===== src/rtl/marker_centroid_sched.sv =====
// marker_centroid_sched
//   Per-frame centroid engine for the dual-laser marker path. Streamed pixels
//   are classified as red/green marker hits, and the column/row sums and hit
//   counts for each channel are accumulated. At frame end the totals are
//   snapshotted, and one restoring divider is shared across four divisions
//   (red X, red Y, green X, green Y). The centroids are then presented to the
//   game logic with a valid/ready handshake.
//
//   Optional feature macro: MARKER_TEMPORAL_AVG_EN
//     defined   -> reported coordinates are a 1/4-weight IIR of per-frame
//                  centroids; not-found frames hold the average.
//     undefined -> raw per-frame truncated quotients are reported.
//
// Ports
//   clk, rst_n            clock, async active-low reset
//   vsync                 start of frame; clears live accumulators
//   pix_valid, frame_pixel  one RGB444 pixel per valid cycle, raster order
//   red_x/red_y/red_found   red centroid and found flag
//   grn_x/grn_y/grn_found   green centroid and found flag
//   out_valid, out_ready  result handshake
//   busy                  FSM not idle
//   overrun               1-cycle pulse when a finished frame is dropped
module marker_centroid_sched #(
    parameter int          H_RES    = 320,
    parameter int          V_RES    = 240,
    parameter int          CNT_W    = 17,
    parameter int          SUM_W    = 25,
    parameter logic [11:0] RED_CODE = 12'h007,
    parameter logic [11:0] GRN_CODE = 12'h070,
    parameter int          MIN_PIX  = 4
) (
    input  logic        clk,
    input  logic        rst_n,
    input  logic        vsync,
    input  logic        pix_valid,
    input  logic [11:0] frame_pixel,
    output logic [8:0]  red_x,
    output logic [7:0]  red_y,
    output logic        red_found,
    output logic [8:0]  grn_x,
    output logic [7:0]  grn_y,
    output logic        grn_found,
    output logic        out_valid,
    input  logic        out_ready,
    output logic        busy,
    output logic        overrun
);
    localparam int TOTAL = H_RES * V_RES;
    localparam int COL_W = $clog2(H_RES);
    localparam int ROW_W = $clog2(V_RES);
    localparam int IT_W  = $clog2(SUM_W);

    typedef enum logic [2:0] {IDLE, DIV_RX, DIV_RY, DIV_GX, DIV_GY, OUT} state_t;
    state_t state, state_nx;

    // live accumulators
    logic [COL_W-1:0] col;
    logic [ROW_W-1:0] row;
    logic [CNT_W-1:0] pcnt;
    logic             done;     // frame complete, ignore pixels until vsync
    logic             fe;       // frame-end pulse, one cycle after last pixel
    logic [SUM_W-1:0] r_sx, r_sy, g_sx, g_sy;
    logic [CNT_W-1:0] r_cnt, g_cnt;

    // frame snapshot
    logic [SUM_W-1:0] sh_rsy, sh_gsx, sh_gsy;
    logic [CNT_W-1:0] sh_rc, sh_gc;

    // shared divider
    logic [SUM_W-1:0] div_q;    // dividend shifts out the top, quotient in the bottom
    logic [CNT_W-1:0] div_rem;
    logic [IT_W-1:0]  it;
    logic [8:0]       rx_q, gx_q;
    logic [7:0]       ry_q, gy_q;

    logic acc, latch, in_div, last_it, ld, ge;
    logic r_ok, g_ok, r_ok_live, g_ok_live;
    logic [SUM_W-1:0] ld_sum, q_nx;
    logic [CNT_W-1:0] divisor, rem_nx;
    logic [CNT_W:0]   rem_sh;

    assign acc       = pix_valid && !vsync && !done;
    assign latch     = fe && (state == IDLE);
    assign r_ok_live = r_cnt >= CNT_W'(MIN_PIX);
    assign g_ok_live = g_cnt >= CNT_W'(MIN_PIX);
    assign r_ok      = sh_rc >= CNT_W'(MIN_PIX);
    assign g_ok      = sh_gc >= CNT_W'(MIN_PIX);
    assign in_div    = (state == DIV_RX) || (state == DIV_RY) ||
                       (state == DIV_GX) || (state == DIV_GY);
    assign last_it   = in_div && (it == IT_W'(SUM_W - 1));

    // ---------------- accumulation (independent of FSM) ----------------
    always_ff @(posedge clk or negedge rst_n) begin
        if (!rst_n) begin
            col <= '0; row <= '0; pcnt <= '0; done <= 1'b0; fe <= 1'b0;
            r_sx <= '0; r_sy <= '0; g_sx <= '0; g_sy <= '0;
            r_cnt <= '0; g_cnt <= '0;
        end else begin
            fe <= 1'b0;
            if (vsync) begin
                col <= '0; row <= '0; pcnt <= '0; done <= 1'b0;
            end else if (acc) begin
                pcnt <= pcnt + 1'b1;
                if (col == COL_W'(H_RES - 1)) begin
                    col <= '0;
                    row <= row + 1'b1;
                end else begin
                    col <= col + 1'b1;
                end
                if (pcnt == CNT_W'(TOTAL - 1)) begin
                    done <= 1'b1;
                    fe   <= 1'b1;
                end
            end
            // latch and acc never coincide: done is already set at frame end
            if (vsync || latch) begin
                r_sx <= '0; r_sy <= '0; g_sx <= '0; g_sy <= '0;
                r_cnt <= '0; g_cnt <= '0;
            end else if (acc) begin
                if (frame_pixel == RED_CODE) begin
                    r_sx  <= r_sx + SUM_W'(col);
                    r_sy  <= r_sy + SUM_W'(row);
                    r_cnt <= r_cnt + 1'b1;
                end
                if (frame_pixel == GRN_CODE) begin
                    g_sx  <= g_sx + SUM_W'(col);
                    g_sy  <= g_sy + SUM_W'(row);
                    g_cnt <= g_cnt + 1'b1;
                end
            end
        end
    end

    // ---------------- FSM ----------------
    always_ff @(posedge clk or negedge rst_n) begin
        if (!rst_n) state <= IDLE;
        else        state <= state_nx;
    end

    // Channels below MIN_PIX skip both of their DIV states entirely. Leaving
    // IDLE, the decision uses the live counts because the snapshot is being
    // taken on that same edge.
    always_comb begin
        state_nx = state;
        case (state)
            IDLE:   if (latch) state_nx = r_ok_live ? DIV_RX : (g_ok_live ? DIV_GX : OUT);
            DIV_RX: if (last_it) state_nx = DIV_RY;
            DIV_RY: if (last_it) state_nx = g_ok ? DIV_GX : OUT;
            DIV_GX: if (last_it) state_nx = DIV_GY;
            DIV_GY: if (last_it) state_nx = OUT;
            OUT:    if (out_valid && out_ready) state_nx = IDLE;
            default: state_nx = IDLE;
        endcase
    end

    always_comb begin
        busy = (state != IDLE);
    end

    // ---------------- divider ----------------
    // The dividend is loaded on the edge that enters each DIV state, so all
    // SUM_W cycles in the state are iterations and no extra load cycle is needed.
    assign ld = (state_nx != state) &&
                ((state_nx == DIV_RX) || (state_nx == DIV_RY) ||
                 (state_nx == DIV_GX) || (state_nx == DIV_GY));

    always_comb begin
        ld_sum = '0;
        case (state_nx)
            DIV_RX: ld_sum = r_sx;                               // only entered from IDLE
            DIV_RY: ld_sum = sh_rsy;
            DIV_GX: ld_sum = (state == IDLE) ? g_sx : sh_gsx;
            DIV_GY: ld_sum = sh_gsy;
            default: ld_sum = '0;
        endcase
    end

    assign divisor = ((state == DIV_RX) || (state == DIV_RY)) ? sh_rc : sh_gc;
    assign rem_sh  = {div_rem, div_q[SUM_W-1]};
    assign ge      = rem_sh >= {1'b0, divisor};
    assign rem_nx  = ge ? CNT_W'(rem_sh - {1'b0, divisor}) : CNT_W'(rem_sh);
    assign q_nx    = {div_q[SUM_W-2:0], ge};

`ifdef MARKER_TEMPORAL_AVG_EN
    logic r_seen, g_seen;

    // avg + ((cur - avg) >>> 2), evaluated with one signed guard bit
    function automatic logic [8:0] iir9(input logic [8:0] avg, input logic [8:0] cur);
        logic signed [9:0] d;
        d = $signed({1'b0, cur}) - $signed({1'b0, avg});
        return avg + 9'(d >>> 2);
    endfunction

    function automatic logic [7:0] iir8(input logic [7:0] avg, input logic [7:0] cur);
        logic signed [8:0] d;
        d = $signed({1'b0, cur}) - $signed({1'b0, avg});
        return avg + 8'(d >>> 2);
    endfunction
`endif

    always_ff @(posedge clk or negedge rst_n) begin
        if (!rst_n) begin
            sh_rsy <= '0; sh_gsx <= '0; sh_gsy <= '0; sh_rc <= '0; sh_gc <= '0;
            div_q <= '0; div_rem <= '0; it <= '0;
            rx_q <= '0; ry_q <= '0; gx_q <= '0; gy_q <= '0;
            red_x <= '0; red_y <= '0; red_found <= 1'b0;
            grn_x <= '0; grn_y <= '0; grn_found <= 1'b0;
            out_valid <= 1'b0; overrun <= 1'b0;
`ifdef MARKER_TEMPORAL_AVG_EN
            r_seen <= 1'b0; g_seen <= 1'b0;
`endif
        end else begin
            overrun <= fe && (state != IDLE);

            if (latch) begin
                // red X never comes from the snapshot (loaded straight from live)
                sh_rsy <= r_sy; sh_gsx <= g_sx; sh_gsy <= g_sy;
                sh_rc  <= r_cnt; sh_gc <= g_cnt;
                // skipped channels report 0
                rx_q <= '0; ry_q <= '0; gx_q <= '0; gy_q <= '0;
            end

            if (last_it) begin
                case (state)
                    DIV_RX: rx_q <= q_nx[8:0];
                    DIV_RY: ry_q <= q_nx[7:0];
                    DIV_GX: gx_q <= q_nx[8:0];
                    DIV_GY: gy_q <= q_nx[7:0];
                    default: ;
                endcase
            end

            if (ld) begin
                div_q <= ld_sum; div_rem <= '0; it <= '0;
            end else if (in_div) begin
                div_q <= q_nx; div_rem <= rem_nx; it <= it + 1'b1;
            end

            // OUT: first cycle publishes, then hold until the handshake
            if (state == OUT) begin
                if (!out_valid) begin
                    out_valid <= 1'b1;
                    red_found <= r_ok;
                    grn_found <= g_ok;
`ifdef MARKER_TEMPORAL_AVG_EN
                    if (r_ok) begin
                        red_x  <= r_seen ? iir9(red_x, rx_q) : rx_q;
                        red_y  <= r_seen ? iir8(red_y, ry_q) : ry_q;
                        r_seen <= 1'b1;
                    end
                    if (g_ok) begin
                        grn_x  <= g_seen ? iir9(grn_x, gx_q) : gx_q;
                        grn_y  <= g_seen ? iir8(grn_y, gy_q) : gy_q;
                        g_seen <= 1'b1;
                    end
`else
                    red_x <= rx_q; red_y <= ry_q;
                    grn_x <= gx_q; grn_y <= gy_q;
`endif
                end else if (out_ready) begin
                    out_valid <= 1'b0;
                end
            end
        end
    end

endmodule

===== config.mk =====
export PLATFORM = sky130hd
export DESIGN_NAME = marker_centroid_sched
export DESIGN_NICKNAME = d
export VERILOG_FILES = /design/src/rtl/marker_centroid_sched.sv
export SDC_FILE = /design/constraint.sdc
export NUM_CORES = 1
export LEC_CHECK = 0
export ABC_AREA = 1
export BUFFER_PORTS_ARGS = -buffer_cell sky130_fd_sc_hd__buf_2
export CORE_ASPECT_RATIO = 1.5
export CORE_MARGIN = 1.5
export CORE_UTILIZATION = 60
export CTS_BUF_LIST = sky130_fd_sc_hd__clkbuf_16
export CTS_CLUSTER_DIAMETER = 50
export DETAILED_ROUTE_END_ITERATION = 8
export GPL_ROUTABILITY_DRIVEN = 0
export PLACE_DENSITY_LB_ADDON = 0.25
export SKIP_CTS_REPAIR_TIMING = 1
export SYNTH_ARGS = -nofsm -noshare
export SYNTH_HDL_FRONTEND = slang
export SYNTH_SLANG_ARGS = --single-unit

===== constraint.sdc =====
create_clock -name clk -period 4.25 [get_ports clk]
set_input_delay 0.2125 -clock clk [delete_from_list [all_inputs] [get_ports clk]]
set_output_delay 0.2125 -clock clk [all_outputs]
set_load 0.01 [all_outputs]

==> metrics.txt, run 1 <==
# TYPE chip_impl_metric gauge
chip_impl_metric{name="die_width",unit="um"} 157
chip_impl_metric{name="fin_setup_tns",unit="ns"} 0
chip_impl_metric{name="setup-violations-final",unit=""} 0
chip_impl_metric{name="via_count",unit=""} 18900
chip_impl_metric{name="antenna-diode-count",unit=""} 0
chip_impl_info{name="critical_path.endpoint_type",value="register"} 1
chip_impl_info{name="worstSetupPathType",value="reg -> reg"} 1
chip_impl_info{name="primary_ff_master_synth",value="sky130_fd_sc_hd__dfrtp_1"} 1
chip_impl_metric{name="grt_pass1_vias",unit=""} 18200
chip_impl_metric{name="timing.critical_path.arrival",unit="ns"} 4.04
chip_impl_metric{name="grt_first_pass_wirelength",unit="um"} 90100
chip_impl_metric{name="number_of_synthesized_flops_with_an_enable_pin",unit=""} 0
chip_impl_metric{name="areaGrowthSynthToFinish",unit="%"} 8.99
chip_impl_metric{name="cts_buffer_depth",unit=""} 3
chip_impl_info{name="critPathLaunchType",value="register"} 1
chip_impl_metric{name="finalMaxSlewViolations",unit=""} 0
chip_impl_metric{name="synth.yosys.seq_area_share",unit=""} 0.468
chip_impl_metric{name="count_of_cells_along_the_worst_register_to_register_path",unit=""} 15
chip_impl_metric{name="final_antenna_net_count",unit=""} 0
chip_impl_metric{name="antenna_found_initial",unit=""} 0
chip_impl_metric{name="timing.clock.skew",unit="ns"} 0.0124
chip_impl_info{name="status",value="finished, final reports clean"} 1
chip_impl_metric{name="floorplan.initialDensity",unit=""} 0.611
chip_impl_metric{name="rows",unit=""} 84
chip_impl_metric{name="mux_share_of_post_synthesis_cell_area",unit=""} 0.0197
chip_impl_metric{name="async_flop_share",unit=""} 1.00
chip_impl_metric{name="crit_fanout",unit=""} 39
chip_impl_info{name="synth_top_family_by_area",value="simple AND/OR/NAND/NOR gates"} 1
chip_impl_info{name="timing.hold.worst.class",value="in -> reg"} 1
chip_impl_metric{name="routed_wl",unit="um"} 55000
chip_impl_metric{name="fin_nets",unit=""} 2853
chip_impl_metric{name="synth.avg_cell_area",unit="sq um"} 7.80
chip_impl_metric{name="global_route.usage.total",unit=""} 0.306
chip_impl_metric{name="layout-drive-gt1-share",unit=""} 0.0722
chip_impl_metric{name="numCtsBuffers",unit=""} 40
chip_impl_metric{name="ff_latch_count_synth",unit=""} 401
chip_impl_metric{name="timing.max_slew.rel_slack",unit=""} 0.255
chip_impl_metric{name="post_synth_fa_ha_maj_area_fraction",unit=""} 0.0397
chip_impl_metric{name="overflow",unit=""} 0
chip_impl_metric{name="report.final.hold_viol_count",unit=""} 0
chip_impl_metric{name="clkLatencyLatePin",unit="ns"} 0.56
chip_impl_metric{name="reported_leakage_power",unit="nW"} 11.2
chip_impl_metric{name="worst_hold_margin",unit="ns"} 0.00591
chip_impl_metric{name="synth_nets",unit=""} 2833
chip_impl_metric{name="ioPinCount",unit=""} 56
chip_impl_metric{name="cp.required",unit="ns"} 4.67
chip_impl_metric{name="timing.final.crit_period",unit="ns"} 3.62
chip_impl_metric{name="initialDrtViolationCount",unit=""} 1582
chip_impl_metric{name="final_min_period_over_clock_period",unit=""} 0.852
chip_impl_metric{name="clock_tree.htree_level_count",unit=""} 2
chip_impl_metric{name="clock_sink_count",unit=""} 401
chip_impl_info{name="top_cells_by_area_in_the_synthesized_netlist",value="sky130_fd_sc_hd__dfrtp_1 (47%), sky130_fd_sc_hd__nand2_1 (11%), sky130_fd_sc_hd__nand3_1 (6.3%)"} 1
chip_impl_metric{name="routed_via_density",unit=""} 5.79
chip_impl_metric{name="tightestPinTransition",unit="ns"} 1.12
chip_impl_metric{name="hold_depth",unit=""} 2
chip_impl_metric{name="synthDominantCellAreaShare",unit=""} 0.468
chip_impl_metric{name="mappedNetlistArea",unit="sq um"} 21500
chip_impl_info{name="mostFrequentLayoutCells",value="sky130_fd_sc_hd__nand2_1 (630), sky130_fd_sc_hd__dfrtp_1 (401), sky130_fd_sc_hd__inv_1 (289)"} 1
chip_impl_metric{name="floorplan.die_area",unit="sq um"} 36900
chip_impl_metric{name="core_region_area",unit="sq um"} 35100
chip_impl_metric{name="power_density",unit="nW/um^2"} 495
chip_impl_metric{name="grt_start_max_net_pins",unit=""} 178
chip_impl_metric{name="synth_xor_area_frac",unit=""} 0.0139
chip_impl_metric{name="ir_worst_vdd",unit="mV"} 0.640
chip_impl_metric{name="die_y",unit="um"} 235
chip_impl_metric{name="post_synth_inst_count",unit=""} 2751
chip_impl_metric{name="yosys_warnings",unit=""} 0
chip_impl_info{name="cts_tree",value="yes"} 1
chip_impl_info{name="yosysTopAreaCell",value="sky130_fd_sc_hd__dfrtp_1"} 1
chip_impl_metric{name="worst_setup_hold_path_clk_slew",unit="ns"} 0.06
chip_impl_metric{name="post-route-drc-count",unit=""} 0
chip_impl_info{name="rsz0062_at_grt",value="false"} 1
chip_impl_info{name="layout.cells.most_common",value="sky130_fd_sc_hd__nand2_1"} 1
chip_impl_metric{name="fmaxAchievable",unit="GHz"} 0.276
chip_impl_metric{name="port-buffer-count",unit=""} 55
chip_impl_metric{name="drv_cap",unit=""} 0
chip_impl_metric{name="drt_pass1_iterations",unit=""} 5
chip_impl_metric{name="synth_area_in_compound_gates",unit=""} 0.125
chip_impl_info{name="clk_root_buffer_cell",value="sky130_fd_sc_hd__clkbuf_16"} 1
chip_impl_metric{name="post_synth_and_or_nand_nor_area_fraction",unit=""} 0.261
chip_impl_metric{name="post_synth_num_cell_types",unit=""} 53
chip_impl_metric{name="routed_len_inst",unit="um"} 16.8
chip_impl_metric{name="dp_hpwl",unit="um"} 39000
state kept, by name, summed over array words and instances (netlist names), 25 cells and up:
register and flops:
div_q 25, g_sx 25, g_sy 25, r_sx 25, r_sy 25, sh_gsx 25
sh_gsy 25, sh_rsy 25
cells in the mapped netlist (all sizes together), types with 3 or more instances:
| master | count |
|---|---|
| buf | 35 |
| inv | 293 |
| nand2 | 633 |
| o21a | 13 |
| a32o | 5 |
| a31oi | 12 |
| and3 | 3 |
| nand4 | 32 |
| a22o | 9 |
| nor2 | 287 |
| xor2 | 20 |
| dfrtp | 401 |
| a21oi | 144 |
| ha | 60 |
| o21ai | 281 |
| a21o | 5 |
| o31ai | 7 |
| xnor2 | 14 |
| nand3 | 272 |
| clkbuf | 68 |
| o21bai | 4 |
| mux2i | 4 |
| nor3 | 65 |
| a21boi | 4 |
| a2bb2oi | 4 |
| mux2 | 34 |
| or2 | 6 |
| fa | 5 |
| nor4 | 13 |
| nand3b | 6 |
path summary, 6_finish.rpt:
path,endpoint,start,slack (ns)
min reg2reg,sh_rc[12],sh_rc[12],0.49
max,div_rem[10],state[2],0.63
max in group asynchronous,g_sx[18],rst_n,2.67
min in group asynchronous,div_rem[12],rst_n,0.36
min,pcnt[14],vsync,0.006
max reg2reg,div_rem[10],state[2],0.63
metal layers:
metal / vias up / wire [um] / GRT usage
met5: - / 0 / 0
met1: 9045 / 22500 / 0.377
met4: 0 / 2790 / 0.162
met2: 609 / 27100 / 0.525
met3: 169 / 2570 / 0.0366
li1: 9119 / - / -
worst max-delay path, cell delays in order, from the launching register on:
cell	delay, ns
sky130_fd_sc_hd__dfrtp_1	0.45
sky130_fd_sc_hd__nor2_2	0.23
sky130_fd_sc_hd__nand2_2	0.12
sky130_fd_sc_hd__nand2_1	0.63
sky130_fd_sc_hd__o21ai_0	0.20
sky130_fd_sc_hd__ha_1	0.41
sky130_fd_sc_hd__nand2_1	0.13
sky130_fd_sc_hd__nor2_1	0.22
sky130_fd_sc_hd__inv_1	0.08
sky130_fd_sc_hd__nor3_1	0.14
sky130_fd_sc_hd__nand3_1	0.09
sky130_fd_sc_hd__nand4_1	0.10
sky130_fd_sc_hd__buf_4	0.32
sky130_fd_sc_hd__o21ai_0	0.16
sky130_fd_sc_hd__o21ai_0	0.10
sky130_fd_sc_hd__o21ai_1	0.09
kinds of logic (layout without fill, tap and decap cells):
| group | count (synthesis) | count (layout) |
|---|---|---|
| flops | 401 | 401 |
| fa+ha+maj | 65 | 65 |
| mux | 38 | 38 |
| compound gates | 495 | 495 |
| buf+inv | 397 | 444 |
| simple gates | 1321 | 1321 |
| xor+xnor | 34 | 34 |
cell type report:
| cell class | instances | area [sq um] |
|---|---|---|
| inverter | 294 | 1110 |
| fill | 2975 | 11700 |
| tap | 473 | 592 |
| clock buffer | 41 | 1030 |
| sequential | 401 | 10000 |
| timing repair buffer | 81 | 533 |
| multi-input combinational | 1953 | 9870 |
| clock inverter | 28 | 219 |
power by group:
group	internal (mW)	total (mW)	switching [mW]	leakage [nW]
logic	1.17	3.94	2.77	4.98
registers	4.00	4.17	0.171	5.57
clock network	1.94	3.45	1.51	0.633
per-stage QoR:
step / cells / worst slack [ns] / utilization / area (sq um) / power, mW
after floorplan: 2751 / 1.28 / - / 21500 / 7.23
after global placement: 3201 / 0.847 / 0.630 / 22100 / 7.97
after detailed placement: 3201 / 0.693 / 0.630 / 22100 / 8.10
after CTS: 3270 / 0.670 / 0.666 / 23400 / 11.5
after global routing: 3271 / 0.246 / 0.666 / 23400 / 12.2
final: 3271 / 0.629 / 0.666 / 23400 / 11.6
Note: power is estimated with default switching activity, not from simulation.
==> run 2: changes to the inputs <==
--- a/config.mk
+++ b/config.mk
@@ -15,6 +15,7 @@
 export DETAILED_ROUTE_END_ITERATION = 8
 export GPL_ROUTABILITY_DRIVEN = 0
 export PLACE_DENSITY_LB_ADDON = 0.25
+export RECOVER_POWER = 100
 export SKIP_CTS_REPAIR_TIMING = 1
 export SYNTH_ARGS = -nofsm -noshare
 export SYNTH_HDL_FRONTEND = slang
==> metrics.txt, run 2 (same netlist as run 1, synthesis figures left out) <==
# TYPE chip_impl_metric gauge
chip_impl_info{name="cts_tree",value="yes"} 1
chip_impl_metric{name="core_region_area",unit="sq um"} 35100
chip_impl_metric{name="overflow",unit=""} 0
chip_impl_metric{name="timing.critical_path.arrival",unit="ns"} 4.22
chip_impl_metric{name="layout-drive-gt1-share",unit=""} 0.0522
chip_impl_metric{name="rows",unit=""} 84
chip_impl_info{name="worstSetupPathType",value="reg -> reg"} 1
chip_impl_metric{name="post-route-drc-count",unit=""} 0
chip_impl_info{name="timing.hold.worst.class",value="in -> reg"} 1
chip_impl_info{name="rsz0062_at_grt",value="false"} 1
chip_impl_metric{name="global_route.usage.total",unit=""} 0.306
chip_impl_info{name="clk_root_buffer_cell",value="sky130_fd_sc_hd__clkbuf_16"} 1
chip_impl_metric{name="grt_util_met3",unit=""} 0.0366
chip_impl_metric{name="power_density",unit="nW/um^2"} 494
chip_impl_metric{name="finalMaxSlewViolations",unit=""} 254
chip_impl_metric{name="final_min_period_over_clock_period",unit=""} 0.888
chip_impl_metric{name="routed_wl",unit="um"} 54900
chip_impl_metric{name="ir_worst_vdd",unit="mV"} 0.630
chip_impl_metric{name="power.switching_fraction",unit=""} 0.383
chip_impl_metric{name="dpl_cell_area",unit="sq um"} 22100
chip_impl_metric{name="power_frac_seq",unit=""} 0.363
chip_impl_metric{name="die_width",unit="um"} 157
chip_impl_metric{name="port-buffer-count",unit=""} 55
chip_impl_metric{name="power_switching",unit="mW"} 4.40
chip_impl_metric{name="drt_pass1_iterations",unit=""} 5
chip_impl_metric{name="antenna_found_initial",unit=""} 0
chip_impl_metric{name="antenna-diode-count",unit=""} 0
chip_impl_info{name="violations_in_the_final_reports",value="max-capacitance violations, max-slew violations"} 1
chip_impl_metric{name="cellInternalPower",unit="mW"} 7.08
chip_impl_metric{name="clock_sink_count",unit=""} 401
chip_impl_metric{name="initialDrtViolationCount",unit=""} 1526
chip_impl_metric{name="cts_buffer_depth",unit=""} 3
chip_impl_metric{name="tightestPinTransition",unit="ns"} 3.45
chip_impl_metric{name="crit_fanout",unit=""} 177
chip_impl_metric{name="reported_leakage_power",unit="nW"} 11.0
chip_impl_metric{name="worst_setup_hold_path_clk_slew",unit="ns"} 0.06
chip_impl_metric{name="floorplan.die_area",unit="sq um"} 36900
chip_impl_metric{name="drv_cap",unit=""} 3
chip_impl_metric{name="cp.required",unit="ns"} 4.70
chip_impl_metric{name="final_antenna_net_count",unit=""} 0
chip_impl_metric{name="fin_cells",unit=""} 3271
chip_impl_info{name="mostFrequentLayoutCells",value="sky130_fd_sc_hd__nand2_1 (630), sky130_fd_sc_hd__dfrtp_1 (401), sky130_fd_sc_hd__inv_1 (296)"} 1
chip_impl_metric{name="grt_start_max_net_pins",unit=""} 178
chip_impl_info{name="layout.cells.most_common",value="sky130_fd_sc_hd__nand2_1"} 1
chip_impl_metric{name="timing.clock.skew",unit="ns"} 0.00965
chip_impl_metric{name="fin_setup_tns",unit="ns"} 0
chip_impl_metric{name="routed_len_inst",unit="um"} 16.8
chip_impl_metric{name="clock_tree.htree_level_count",unit=""} 2
chip_impl_info{name="status",value="finished with violations"} 1
chip_impl_metric{name="timing.max_slew.rel_slack",unit=""} -1.30
chip_impl_metric{name="grt_first_pass_wirelength",unit="um"} 90100
chip_impl_metric{name="fin_nets",unit=""} 2853
chip_impl_metric{name="timing.final.crit_period",unit="ns"} 3.77
chip_impl_metric{name="ioPinCount",unit=""} 56
chip_impl_metric{name="areaGrowthSynthToFinish",unit="%"} 8.38
chip_impl_metric{name="placedCellCount",unit=""} 3201
chip_impl_metric{name="die_y",unit="um"} 235
chip_impl_metric{name="grt_use_met2",unit=""} 0.525
chip_impl_metric{name="pwr-share-comb",unit=""} 0.338
chip_impl_info{name="critical_path.endpoint_type",value="register"} 1
chip_impl_metric{name="share_clk_of_total_power",unit=""} 0.300
chip_impl_metric{name="fin_total_pwr",unit="mW"} 11.5
chip_impl_metric{name="dp_hpwl",unit="um"} 39000
chip_impl_metric{name="final_layout_fill_cell_count",unit=""} 3023
chip_impl_metric{name="grt_pass1_vias",unit=""} 18200
chip_impl_info{name="critPathLaunchType",value="register"} 1
chip_impl_metric{name="setup-violations-final",unit=""} 0
chip_impl_metric{name="numCtsBuffers",unit=""} 40
chip_impl_metric{name="fmaxAchievable",unit="GHz"} 0.265
chip_impl_metric{name="report.final.hold_viol_count",unit=""} 0
chip_impl_metric{name="postLayoutCellArea",unit="sq um"} 23200
chip_impl_metric{name="via_count",unit=""} 18900
chip_impl_metric{name="routed_via_density",unit=""} 5.79
chip_impl_metric{name="groute.layer.met1.usage",unit=""} 0.377
chip_impl_info{name="busiest_layer",value="met2"} 1
chip_impl_metric{name="floorplan.initialDensity",unit=""} 0.611
chip_impl_metric{name="clkLatencyLatePin",unit="ns"} 0.55
==> run 2: changes by cell type in the layout (fill, tap and decap cells not counted), sizes merged <==
cell | before | now
buf | 80 | 35
clkbuf | 41 | 86
==> run 2: critical path, cell delays in order, from the launching register on <==
cell	delay [ns]
sky130_fd_sc_hd__dfrtp_1	0.45
sky130_fd_sc_hd__inv_1	0.12
sky130_fd_sc_hd__nand3_1	0.17
sky130_fd_sc_hd__buf_12	0.55
sky130_fd_sc_hd__nand2_1	0.15
sky130_fd_sc_hd__inv_1	0.53
sky130_fd_sc_hd__nand2_1	0.50
sky130_fd_sc_hd__inv_1	0.73
sky130_fd_sc_hd__nor2_1	0.17
sky130_fd_sc_hd__a211oi_1	0.26
==> run 2: through the flow <==
stage,hold WS (ns),util,setup slack [ns]
after detailed placement,0.420,0.630,0.693
after global placement,0.406,0.630,0.847
after CTS,-0.159,0.666,0.670
after floorplan,-0.0831,-,1.28
final,0.00658,0.662,0.475
after global routing,0.0211,0.662,0.127
==> run 2: final cells by class <==
type	count	area, sq um	area share
clock buffers	41	1030	0.0441
clock inverters	28	219	0.00942
inverters	294	1110	0.0476
multi-input cells	1953	9820	0.422
flip-flops and latches	401	10000	0.432
well taps	473	592	0.0255
repair buffers	81	450	0.0194
==> run 2: power by group through the flow <==
stage	clock network [mW]	registers [mW]	logic, mW
finish	3.44	4.17	3.88
global placement	0	4.23	3.74
detailed placement	0	4.23	3.87
global route	3.64	4.19	4.35
floorplan	0	4.19	3.04
CTS	3.48	4.17	3.88
==> run 2: path summary, 6_finish.rpt <==
path / startpoint / endpoint / slack (ns) / depth (start not counted)
max: state[2] / g_cnt[11] / 0.48 / 9
min: vsync / pcnt[14] / 0.007 / 2
max reg2reg: state[2] / g_cnt[11] / 0.48 / 9
min reg2reg: sh_rsy[4] / sh_rsy[4] / 0.49 / 2
max in group asynchronous: rst_n / sh_gsy[12] / 0.80 / 3
min in group asynchronous: rst_n / div_rem[12] / 1.32 / 2
==> run 2: routing by layer <==
metal  wire length (um)  vias to the layer above
li1                   -                     9112
met1              22300                     9033
met2              27000                      634
met3               2770                      168
met4               2810                        0
met5                  0                        -
